File: config.mk
export PLATFORM = sky130hd
export DESIGN_NAME = pipe_skid_reg
export DESIGN_NICKNAME = d
export VERILOG_FILES = /design/src/rtl/cpu_pkg.sv /design/src/rtl/pipe_skid_reg.sv
export SDC_FILE = /design/constraint.sdc
export NUM_CORES = 1
export LEC_CHECK = 0
export BUFFER_PORTS_ARGS = -buffer_cell sky130_fd_sc_hd__buf_4
export CAP_MARGIN = 20
export CORE_ASPECT_RATIO = 1.25
export CORE_UTILIZATION = 45
export CTS_CLUSTER_DIAMETER = 50
export DETAILED_ROUTE_END_ITERATION = 16
export PLACE_DENSITY = 0.71
export SLEW_MARGIN = 25
export SYNTH_ARGS = -nofsm -noshare
export SYNTH_HDL_FRONTEND = slang
export SYNTH_SLANG_ARGS = --single-unit
File: constraint.sdc
create_clock -name clk -period 1.6 [get_ports clk]
set_clock_uncertainty 0.1 [all_clocks]
set_input_delay 0.08 -clock clk [delete_from_list [all_inputs] [get_ports clk]]
set_output_delay 0.08 -clock clk [all_outputs]
set_load 0.01 [all_outputs]
File: src/rtl/cpu_pkg.sv
// Shared CPU datapath types: skid-buffer occupancy state and the default data width.
package cpu_pkg;

  localparam int DATA_W = 32;

  typedef enum logic [1:0] {EMPTY, ONE, FULL} skid_state_t;

  // Occupancy of a skid buffer in a given state.
  function automatic logic [1:0] skid_count(skid_state_t s);
    case (s)
      ONE:     skid_count = 2'd1;
      FULL:    skid_count = 2'd2;
      default: skid_count = 2'd0;
    endcase
  endfunction

endpackage

File: src/rtl/pipe_skid_reg.sv
// Two-entry valid/ready pipeline register. in_ready comes from the state flop only,
// so the upstream handshake never depends combinationally on out_ready.
module pipe_skid_reg
  import cpu_pkg::*;
#(
  parameter int WIDTH = DATA_W
) (
  input  logic             clk,
  input  logic             reset,
  input  logic             flush,
  input  logic             in_valid,
  output logic             in_ready,
  input  logic [WIDTH-1:0] in_data,
  output logic             out_valid,
  input  logic             out_ready,
  output logic [WIDTH-1:0] out_data,
  output logic [1:0]       count
);

  skid_state_t      state_q, state_d;
  logic [WIDTH-1:0] main_q, skid_q;
  logic             in_fire, out_fire;
  logic             load_main, load_skid;

  assign in_fire  = in_valid & in_ready;
  assign out_fire = out_valid & out_ready;

  // State register
  always_ff @(posedge clk or negedge reset) begin
    if (!reset) state_q <= EMPTY;
    else        state_q <= state_d;
  end

  // Next-state logic; flush overrides any simultaneous transfer
  always_comb begin
    state_d = state_q;
    if (flush) begin
      state_d = EMPTY;
    end else begin
      case (state_q)
        EMPTY: if (in_fire) state_d = ONE;
        ONE: begin
          if (in_fire && !out_ready)      state_d = FULL;
          else if (!in_fire && out_fire)  state_d = EMPTY;
        end
        FULL:  if (out_fire) state_d = ONE;
        default: state_d = EMPTY;
      endcase
    end
  end

  // Output logic, driven from flops only
  always_comb begin
    out_valid = (state_q != EMPTY);
    in_ready  = (state_q != FULL);
    count     = skid_count(state_q);
  end

  // main refills from skid when draining FULL, otherwise straight from upstream
  assign load_main = !flush &&
                     (((state_q == EMPTY) && in_fire) ||
                      ((state_q == ONE)   && in_fire && out_fire) ||
                      ((state_q == FULL)  && out_fire));
  assign load_skid = !flush && (state_q == ONE) && in_fire && !out_ready;

  always_ff @(posedge clk or negedge reset) begin
    if (!reset)         main_q <= '0;
    else if (load_main) main_q <= (state_q == FULL) ? skid_q : in_data;
  end

  always_ff @(posedge clk or negedge reset) begin
    if (!reset)         skid_q <= '0;
    else if (load_skid) skid_q <= in_data;
  end

  assign out_data = main_q;

endmodule

==> key figures, run 1 <==
Die
  • Initial Util: 46.9%
  • DIE HEIGHT: 92.2 um
  • Die X: between 70 and 80 um
  • Die Area: slightly below 7000 um2
  • IO Pins: 73
  • CORE AREA: between 6000 and 7000 um2
  • Rows: 32

Finish
  • Antenna diodes: 0
  • Area growth syn-to-layout: 55.4%
  • Layout fillers: 458
  • Fin nets: approximately 420
  • Layout cells sized above 1: a little under half

Timing
  • Fmax: around 570 MHz
  • Final period util: 110%
  • Final setup margin: -162 ps
  • Worst-Margin Slew: 466 ps
  • Hold slack: roughly 100 ps
  • Slew HR: 68.9%
  • Max-slew violations: 0
  • Setup-failing EPs final: 63
  • Post-route setup TNS: -4830 ps
  • RSZ-0062 raised after global routing: true
  • Crit path time final: between 1500 and 2000 ps
  • Hold Violations, Final: 0

Status
  • Failing checks: negative setup slack
  • Status: finished with violations

Route
  • Total number of vias: between 2,000 and 2,500
  • Drt first pass iters: 4
  • Via-to-Cell Ratio: ~4.8
  • Routed len/inst: 15.6 um
  • Post-route ant nets: 0
  • Iteration-0 DRC Markers: approximately 110
  • # DRC: 0
  • Total Wirelength: about 7400 um

Yosys
  • Flops & latches, synth: between 60 and 70
  • Netlist cell types: 20
  • Synthesized cell area: between 2000 and 3000 um2
  • Yosys warnings: 0
  • Post-Syn Instances: 255
  • Synth Net Count: 292
  • Synth Area per Inst: 11.5 um2
  • Sequential area share after synthesis: about 56%

Critical path
  • Crit path max-delay family: buffers and inverters
  • Crit path buf inv count: 3
  • Critical path type: flop to flop
  • CP Capture Type: flop
  • Critical path's slowest cell: dfrtp_1
  • Worst-path cell chain: buf_4 -> nor2b_4 -> o21ai_4 -> a21oi_4 -> buf_6 -> clkbuf_16 -> mux2_4
  • CP required: 1730 ps
  • Crit-path max cell delay: 370 ps
  • Worst setup SP type: flop
  • Arrival @ worst endpoint: approximately 1900 ps
  • Worst-path fanout max: 5

Job
  • Total of max-cap violations: 0

Global route
  • Grt ovf: 0
  • Largest net degree at the start of global routing: 35
  • Overall Global Routing Usage: 22.9%
  • Vias in the first global route: around 2,400
  • Initial antenna violation count: 0
  • First-pass GRT wire length: ~12,000 um

Clock network
  • Clock latency on the worst-skew pair: 340 ps
  • CTS tree: built
  • Clock sink count: 66
  • Htree depth: 3
  • Worst-path clk slew: 80 ps
  • CTS buffer count: 9
  • Clock Tree Buf Depth: 2
  • Root Buffer: clkbuf_8

Min path
  • HP Class: primary input to flop

Placed design
  • Final RePlAce weighted congestion: between 0.6 and 0.7
  • IO buf count: between 70 and 80
  • Dpl hpwl: ~4000 um

Power
  • Peak supply drop: about 0.8 mV
  • Power Density: 1100 nW/um2
  • Lkg Pwr: about 2.3 nW
==> sequential cells by signal (all words and copies together), names as in the netlist <==
| signal | cells |
|---|---|
| state_q | 2 |
| out_data | 32 |
| skid_q | 32 |
==> repair_timing <==
item                                    4_1_cts  5_1_grt
endpoints found under the setup margin       33       64
buffers inserted                              6        3
hold buffers                                 36        0
gates resized for setup                      21        2
pin swaps                                     1        1
gates cloned                                  3        3
hold endpoints to repair                    132        0
==> power by group <==
| group | switching, mW | internal (mW) | total [mW] |
|---|---|---|---|
| clock network | 0.670 | 0.765 | 1.43 |
| logic | 0.455 | 0.815 | 1.27 |
| registers | 0.225 | 2.07 | 2.29 |
==> metrics by stage <==
step | instance area (um2) | power, mW | setup slack [ps] | cells | util (%)
final | 4550 | 5.00 | -162 | 477 | 72.9
after CTS | 4490 | 5.00 | -154 | 472 | 71.8
after global placement | 3710 | 3.35 | -177 | 411 | 59.5
after floorplan | 2980 | 2.87 | -71.8 | 255 | -
after detailed placement | 3710 | 3.40 | -221 | 411 | 59.5
after global routing | 4550 | 5.24 | -221 | 477 | 72.9
==> kinds of logic after synthesis <==
kind of cell	Yosys count	synth area share, %
buffers and inverters	14	3.07
flip-flops	66	56.3
multiplexers	65	24.9
AND/OR/NAND/NOR	106	14.1
AO/OA/AOI/OAI	4	1.54
==> worst register-to-register path, stage by stage (launching register included) <==
cell and delay (ps):
dfrtp_1 370, buf_4 130, nor2b_4 210, o21ai_4 80
a21oi_4 170, buf_6 160, clkbuf_16 150, mux2_4 290
==> area by class of cell <==
class                      instances  area [um2]  area share (%)
clock buffer                      10         138            3.02
clock inverter                     6        65.1            1.43
inverter                           1        6.26           0.137
multi-input combinational        175        1310            28.7
sequential                        66        1650            36.3
tap                               85         106            2.34
timing repair buffer             134        1280            28.2
==> synth_stat cells, drive strengths merged <==
master | instances | share of area (%)
mux2i | 1 | 0.34
clkbuf | 3 | 0.38
nand3 | 1 | 0.17
a21oi | 2 | 0.73
nor2 | 3 | 0.38
mux2 | 64 | 25
dfrtp | 66 | 56
o21a | 1 | 0.26
or2 | 1 | 0.21
nor3 | 1 | 0.17
nand2b | 1 | 0.21
nor2b | 2 | 0.43
and2b | 1 | 0.26
nand2 | 96 | 12
inv | 1 | 0.13
o21ai | 1 | 0.55
buf | 10 | 2.6
==> worst paths after layout <==
| kind | startpoint | to | slack (ps) | cells after the start |
|---|---|---|---|---|
| setup / recovery | state_q[1] | out_data[0] | -160 | 7 |
| max in group asynchronous | reset | skid_q[5] | 710 | 3 |
| hold reg to reg | skid_q[26] | skid_q[26] | 410 | 1 |
| min in group asynchronous | reset | out_data[28] | 150 | 2 |
| hold / removal | in_valid | state_q[0] | 100 | 4 |
| setup reg to reg | state_q[1] | out_data[0] | -160 | 7 |
==> cells in the final DEF, fill, tap and decap left out, drive strengths merged <==
cell	Yosys	routed
bufinv	0	1
nor2	3	3
nor3	1	1
clkinvlp	0	1
or2	1	1
nor2b	2	2
buf	10	94
nand2	96	96
inv	1	2
dfrtp	66	66
clkbuf	3	12
o21ai	1	1
a21oi	2	2
nand2b	1	1
bufbuf	0	2
o21a	1	1
clkinv	0	3
dlygate4sd3	0	36
mux2i	1	1
and2b	1	1
mux2	64	64
nand3	1	1
==> per-layer routing <==
layer  wire length [um]  global-route usage [%]  up-vias
met5                  0                       0        -
met4                149                    10.1        0
met3                274                    4.51       14
met2               3830                    38.2       64
met1               3170                    28.2     1115
li1                   -                       -     1099
No activity file was read; power rests on OpenSTA's default activity.
==> run 2, diff against run 1 <==
--- a/config.mk
+++ b/config.mk
@@ -12,6 +12,7 @@
 export CTS_CLUSTER_DIAMETER = 50
 export DETAILED_ROUTE_END_ITERATION = 16
 export PLACE_DENSITY = 0.71
+export SETUP_SLACK_MARGIN = 0.4
 export SLEW_MARGIN = 25
 export SYNTH_ARGS = -nofsm -noshare
 export SYNTH_HDL_FRONTEND = slang
==> run 2 against run 1 <==
The run still ends with negative setup slack left. Fmax down 0.74%. Non-clock buffer count up 8. Cell count up 1.7%. Register-to-register slack about the same. Hold slack worse by 44 ps. Sequential share of layout area down 1.7 points. Largest cell class unchanged. Highest routed layer unchanged.
==> key figures, run 2 (synthesized netlist as in run 1, its figures left out) <==
Timing
  • Final period util: 111% (+0.82 points)
  • Slew HR: 81.5% (+13 points)
  • Hold Violations, Final: 0 (unchanged)
  • Fmax: 563 MHz (-0.74%)
  • Setup-failing EPs final: 67 (+6.3%)
  • Worst-Margin Slew: 277 ps (-189 ps)
  • Final setup margin: -175 ps (-13.1 ps)
  • Crit path time final: 1780 ps (+13.1 ps)
  • Max-slew violations: 0 (unchanged)
  • Hold slack: 55.2 ps (-44.4 ps)
  • RSZ-0062 raised after global routing: true

Clock network
  • Clock Tree Buf Depth: 2 (unchanged)
  • CTS buffer count: 9 (unchanged)
  • Htree depth: 3 (unchanged)
  • Worst-path clk slew: 80 ps (about the same)
  • Clock sink count: 66 (unchanged)
  • CTS tree: built
  • Clock latency on the worst-skew pair: 340 ps (about the same)
  • Root Buffer: clkbuf_8

Route
  • Total Wirelength: 7910 um (+6.4%)
  • # DRC: 0 (unchanged)
  • Total number of vias: 2,384 (+4.0%)
  • Via-to-Cell Ratio: 4.92 (+2.3%)
  • Routed len/inst: 16.3 um (+4.7%)
  • Post-route ant nets: 0 (unchanged)
  • Iteration-0 DRC Markers: 126 (+19%)
  • Drt first pass iters: 4 (unchanged)

Power
  • Lkg Pwr: 2.38 nW (+4.2%)
  • Sw frac: 26.7% (-0.28 points)
  • Sw power: 1.36 mW (+0.49%)
  • Power Density: 1060 nW/um2 (-3.4%)
  • Clock power frac: 27.5% (-1.2 points)
  • Part of the power in registers: 45.3% (-0.6 points)
  • Peak supply drop: 0.686 mV (-14%)
  • Comb pwr share: 27.2% (+1.8 points)
  • Internal: 3.72 mW (+1.9%)

Finish
  • Antenna diodes: 0 (unchanged)
  • Fin nets: 432 (+1.9%)
  • Area growth syn-to-layout: 63.3%
  • Layout cells sized above 1: 49.3% (+1.8 points)
  • Most frequent cells in the layout: nand2_1, buf_4, dfrtp_1
  • Commonest non-fill, non-tap cell in the layout: nand2_1
  • Final core utilization: 76.6% (+3.7 points)

Critical path
  • Arrival @ worst endpoint: 1900 ps (about the same)
  • Crit path buf inv count: 2 (-1)
  • FF-to-FF setup slack: -180 ps (about the same)
  • Worst-path fanout max: 5 (unchanged)
  • Worst setup SP type: flop
  • Crit-path max cell delay: 400 ps (+30 ps)
  • CP required: 1730 ps (about the same)
  • Critical path type: flop to flop
  • FF-to-FF path depth: 6 (-1)
  • CP Capture Type: flop
  • Worst-path cell chain: and2b_2 -> nand2b_4 -> a21oi_4 -> buf_12 -> clkbuf_16 -> mux2_4
  • Critical path's slowest cell: dfrtp_1
  • Crit path max-delay family: flip-flops
  • CP Depth: 6 (-1)

Die
  • Die Area: 6840 um2 (unchanged)
  • Die X: 74.2 um (unchanged)
  • DIE HEIGHT: 92.2 um (unchanged)
  • Initial Util: 46.9% (unchanged)
  • IO Pins: 73 (unchanged)
  • Rows: 32 (unchanged)
  • CORE AREA: 6250 um2 (unchanged)

Global route
  • Grt ovf: 0 (unchanged)
  • Initial antenna violation count: 0 (unchanged)
  • Overall Global Routing Usage: 24.4% (+1.5 points)
  • First-pass GRT wire length: 12,100 um (+3.2%)
  • Largest net degree at the start of global routing: 48 (+37%)
  • Vias in the first global route: 2,564 (+5.4%)

Status
  • Status: finished with violations
  • Failing checks: negative setup slack

Placed design
  • Final RePlAce weighted congestion: 0.764 (+12%)
  • Dpl hpwl: 4200 um (+5.5%)
  • IO buf count: 72 (unchanged)

Job
  • Total of max-cap violations: 0 (unchanged)

Min path
  • HP Class: primary input to asynchronous set/reset pin
run 2: cell types whose count changed in the layout (fill, tap and decap cells not counted), moves of 2 or more:
cell / previous run / this run
mux2_2: 41 / 32
buf_12: 6 / 10
buf_4: 81 / 78
buf_6: 7 / 10
mux2_4: 23 / 32
buf_16: 0 / 6
bufbuf_16: 2 / 0
run 2: timing repair:
item                                    4_1_cts  5_1_grt
cloned                                        6        1
buffers inserted                             11        2
hold buffers                                 36        0
endpoints found under the setup margin       70       70
hold endpoints to repair                    132        0
resized for setup                            38       13
pin swaps                                     3        0
run 2: final timing paths:
kind | start | end
setup / recovery | state_q[1] | out_data[23]
hold reg to reg | skid_q[22] | skid_q[22]
hold / removal | reset | skid_q[10]
max in group asynchronous | reset | out_data[21]
setup reg to reg | state_q[1] | out_data[23]
min in group clk | in_valid | state_q[0]
run 2: stage by stage:
stage	cells	area [um2]	power, mW	TNS [ps]	setup slack (ps)
after floorplan	255	2990	2.87	-1970	-69.7
after global placement	413	3720	3.35	-3520	-107
after detailed placement	413	3720	3.41	-6600	-179
after CTS	482	4700	5.05	-7520	-175
after global routing	485	4790	5.30	-11510	-220
final	485	4790	5.08	-8140	-175
run 2: routing by layer:
metal	vias up	track usage, %	share of wire (%)
met4	0	12.3	2.2
met1	1173	27.8	41
met3	15	6.15	4.6
li1	1125	-	-
met5	-	0	0
met2	71	41.2	52
run 2: power groups by stage:
stage	Sequential (mW)	Combinational [mW]	Clock [mW]
floorplan	2.34	0.526	0
global placement	2.29	1.06	0
detailed placement	2.31	1.10	0
CTS	2.29	1.33	1.43
global route	2.35	1.47	1.49
finish	2.30	1.38	1.40
run 2: cell type report:
cell class                 instances  area (um2)
tap                               85         106
inverter                           1        6.26
multi-input combinational        175        1360
fill                             418        1460
clock inverter                     5        53.8
sequential                        66        1650
clock buffer                      11         141
timing repair buffer             142        1460
==> run 3, diff against run 2 <==
--- a/config.mk
+++ b/config.mk
@@ -8,10 +8,10 @@
 export BUFFER_PORTS_ARGS = -buffer_cell sky130_fd_sc_hd__buf_4
 export CAP_MARGIN = 20
 export CORE_ASPECT_RATIO = 1.25
-export CORE_UTILIZATION = 45
+export CORE_UTILIZATION = 48
 export CTS_CLUSTER_DIAMETER = 50
 export DETAILED_ROUTE_END_ITERATION = 16
-export PLACE_DENSITY = 0.71
+export PLACE_DENSITY = 0.75
 export SETUP_SLACK_MARGIN = 0.4
 export SLEW_MARGIN = 25
 export SYNTH_ARGS = -nofsm -noshare
==> run 3 against run 2 <==
Largest cell class unchanged. Setup slack lost 33 ps. Largest power group unchanged. The flow still finishes with violations (negative setup slack). Register-to-register slack got worse by 30 ps. Die area fell by 6.1%. Cell area shrank 4.4%. Critical endpoint is now out_data[30].
==> key figures, run 3 (synthesized netlist as in run 1, its figures left out) <==
Clock network
  • Worst-path clk slew: 70 ps (about the same)
  • CTS buffer count: 9 (unchanged)
  • Clock sink count: 66 (unchanged)
  • Clock latency on the worst-skew pair: 340 ps (about the same)
  • CTS tree: built
  • Root Buffer: clkbuf_8
  • Clock Tree Buf Depth: 2 (unchanged)
  • Htree depth: 3 (unchanged)

Timing
  • Crit path time final: 1810 ps (+32.9 ps)
  • Fmax: 553 MHz (-1.8%)
  • Hold Violations, Final: 0 (unchanged)
  • Slew HR: 62.6% (-19 points)
  • Final period util: 113% (+2.1 points)
  • Setup-failing EPs final: 66 (-1.5%)
  • Final setup margin: -208 ps (-32.9 ps)
  • Worst-Margin Slew: 560 ps (+283 ps)
  • Max-slew violations: 0 (unchanged)
  • RSZ-0062 raised after global routing: true
  • Post-route setup TNS: -9570 ps (-1430 ps)

Finish
  • Area growth syn-to-layout: 56.2%
  • Final Instance Area: 4580 um2 (-4.4%)
  • Fin nets: 430 (-0.46%)
  • Most frequent cells in the layout: nand2_1, buf_4, dfrtp_1
  • Antenna diodes: 0 (unchanged)
  • Commonest non-fill, non-tap cell in the layout: nand2_1
  • Final non-filler cell total: 479 (-1.2%)
  • Layout cells sized above 1: 48.6% (-0.64 points)

Die
  • CORE AREA: 5860 um2 (-6.2%)
  • Die Area: 6430 um2 (-6.1%)
  • Initial Util: 50.1% (+3.1 points)
  • Rows: 31 (-3.1%)
  • Die X: 71.9 um (-3.1%)
  • IO Pins: 73 (unchanged)
  • DIE HEIGHT: 89.4 um (-3.1%)

Placed design
  • Placed insts: 409 (-0.97%)
  • IO buf count: 72 (unchanged)
  • Placed cell area: 3720 um2 (about the same)
  • Final RePlAce weighted congestion: 0.748 (-2.1%)
  • Dpl hpwl: 4070 um (-3.3%)

Critical path
  • Worst setup SP type: flop
  • Arrival @ worst endpoint: 1920 ps (+20 ps)
  • CP Capture Type: flop
  • Worst-path fanout max: 8 (+3)
  • Critical path type: flop to flop
  • CP required: 1710 ps (-20 ps)

Route
  • Total Wirelength: 7340 um (-7.2%)
  • Post-route ant nets: 0 (unchanged)
  • Total number of vias: 2,347 (-1.6%)
  • # DRC: 0 (unchanged)
  • Drt first pass iters: 5 (+1)
  • Routed len/inst: 15.3 um (-6.0%)
  • Iteration-0 DRC Markers: 77 (-39%)
  • Via-to-Cell Ratio: 4.90 (-0.32%)

Job
  • Total of max-cap violations: 0 (unchanged)

Power
  • Power Density: 1030 nW/um2 (-2.7%)
  • Lkg Pwr: 2.25 nW (-5.5%)
  • Peak supply drop: 0.799 mV (+17%)
  • Final Power: 4.72 mW (-6.9%)

Global route
  • Grt ovf: 0 (unchanged)
  • Overall Global Routing Usage: 22.8% (-1.5 points)
  • Vias in the first global route: 2,347 (-8.5%)
  • First-pass GRT wire length: 11,000 um (-9.2%)
  • Initial antenna violation count: 0 (unchanged)
  • Largest net degree at the start of global routing: 44 (-8.3%)

Status
  • Status: finished with violations
  • Failing checks: negative setup slack

Min path
  • HP Class: primary input to flop
run 3: changes by cell type in the layout (fill, tap and decap cells not counted), moves of 3 or more:
cell	before	now
buf_16	6	3
nand2_2	0	3
mux2_4	32	13
clkinvlp_4	0	3
buf_12	10	7
nand2_1	96	93
mux2_2	32	48
mux2_1	0	3
run 3: final cells by class:
type / instances / area (um2)
Sequential cell: 66 / 1650
Timing Repair Buffer: 140 / 1360
Multi-Input combinational cell: 175 / 1290
Fill cell: 372 / 1280
Clock buffer: 10 / 128
Tap cell: 82 / 103
Clock inverter: 5 / 32.5
Inverter: 1 / 8.76
run 3: critical path: stages (launching register included):
cell,delay (ps)
dfrtp_1,420
and2b_2,300
nand2b_4,70
a21oi_4,170
buf_4,150
buf_8,130
mux2_1,350
run 3: what timing repair did:
action | 4_1_cts | 5_1_grt
hold endpoints to repair | 108 | 0
pin swaps | 2 | 3
gates cloned | 3 | 2
setup endpoints to repair | 70 | 70
gates resized for setup | 18 | 12
hold buffers | 36 | 0
setup buffers | 7 | 7
run 3: worst paths after layout:
| check | startpoint | end | slack (ps) | cells after the start |
|---|---|---|---|---|
| worst max-delay path | state_q[1] | out_data[30] | -210 | 6 |
| worst min-delay path | in_valid | state_q[0] | 90 | 4 |
| worst max register to register | state_q[1] | out_data[30] | -210 | 6 |
| worst min register to register | skid_q[19] | skid_q[19] | 410 | 1 |
| max in group asynchronous | reset | skid_q[12] | 700 | 3 |
| min in group asynchronous | reset | skid_q[6] | 170 | 2 |
run 3: metal layers:
layer / GRT usage [%] / vias to the layer above / share of wire (%)
li1: - / 1113 / -
met1: 26.7 / 1156 / 41
met2: 41.8 / 69 / 54
met3: 3.61 / 9 / 4.0
met4: 9.63 / 0 / 1.2
met5: 0 / - / 0
run 3: power breakdown:
part | switching, mW | internal (mW) | leakage [nW] | total (mW)
Clock | 0.622 | 0.547 | 0.0742 | 1.17
Combinational | 0.456 | 0.794 | 1.38 | 1.25
Sequential | 0.233 | 2.07 | 0.792 | 2.30
Total | 1.31 | 3.41 | 2.25 | 4.72
run 3: stage by stage:
| stage | utilization (%) | setup WS [ps] | hold WS (ps) |
|---|---|---|---|
| after floorplan | - | -69.7 | -316 |
| after global placement | 63.5 | -110 | 13.8 |
| after detailed placement | 63.5 | -160 | 6.29 |
| after CTS | 76.0 | -175 | 35.8 |
| after global routing | 78.2 | -286 | 127 |
| final | 78.2 | -208 | 94.1 |
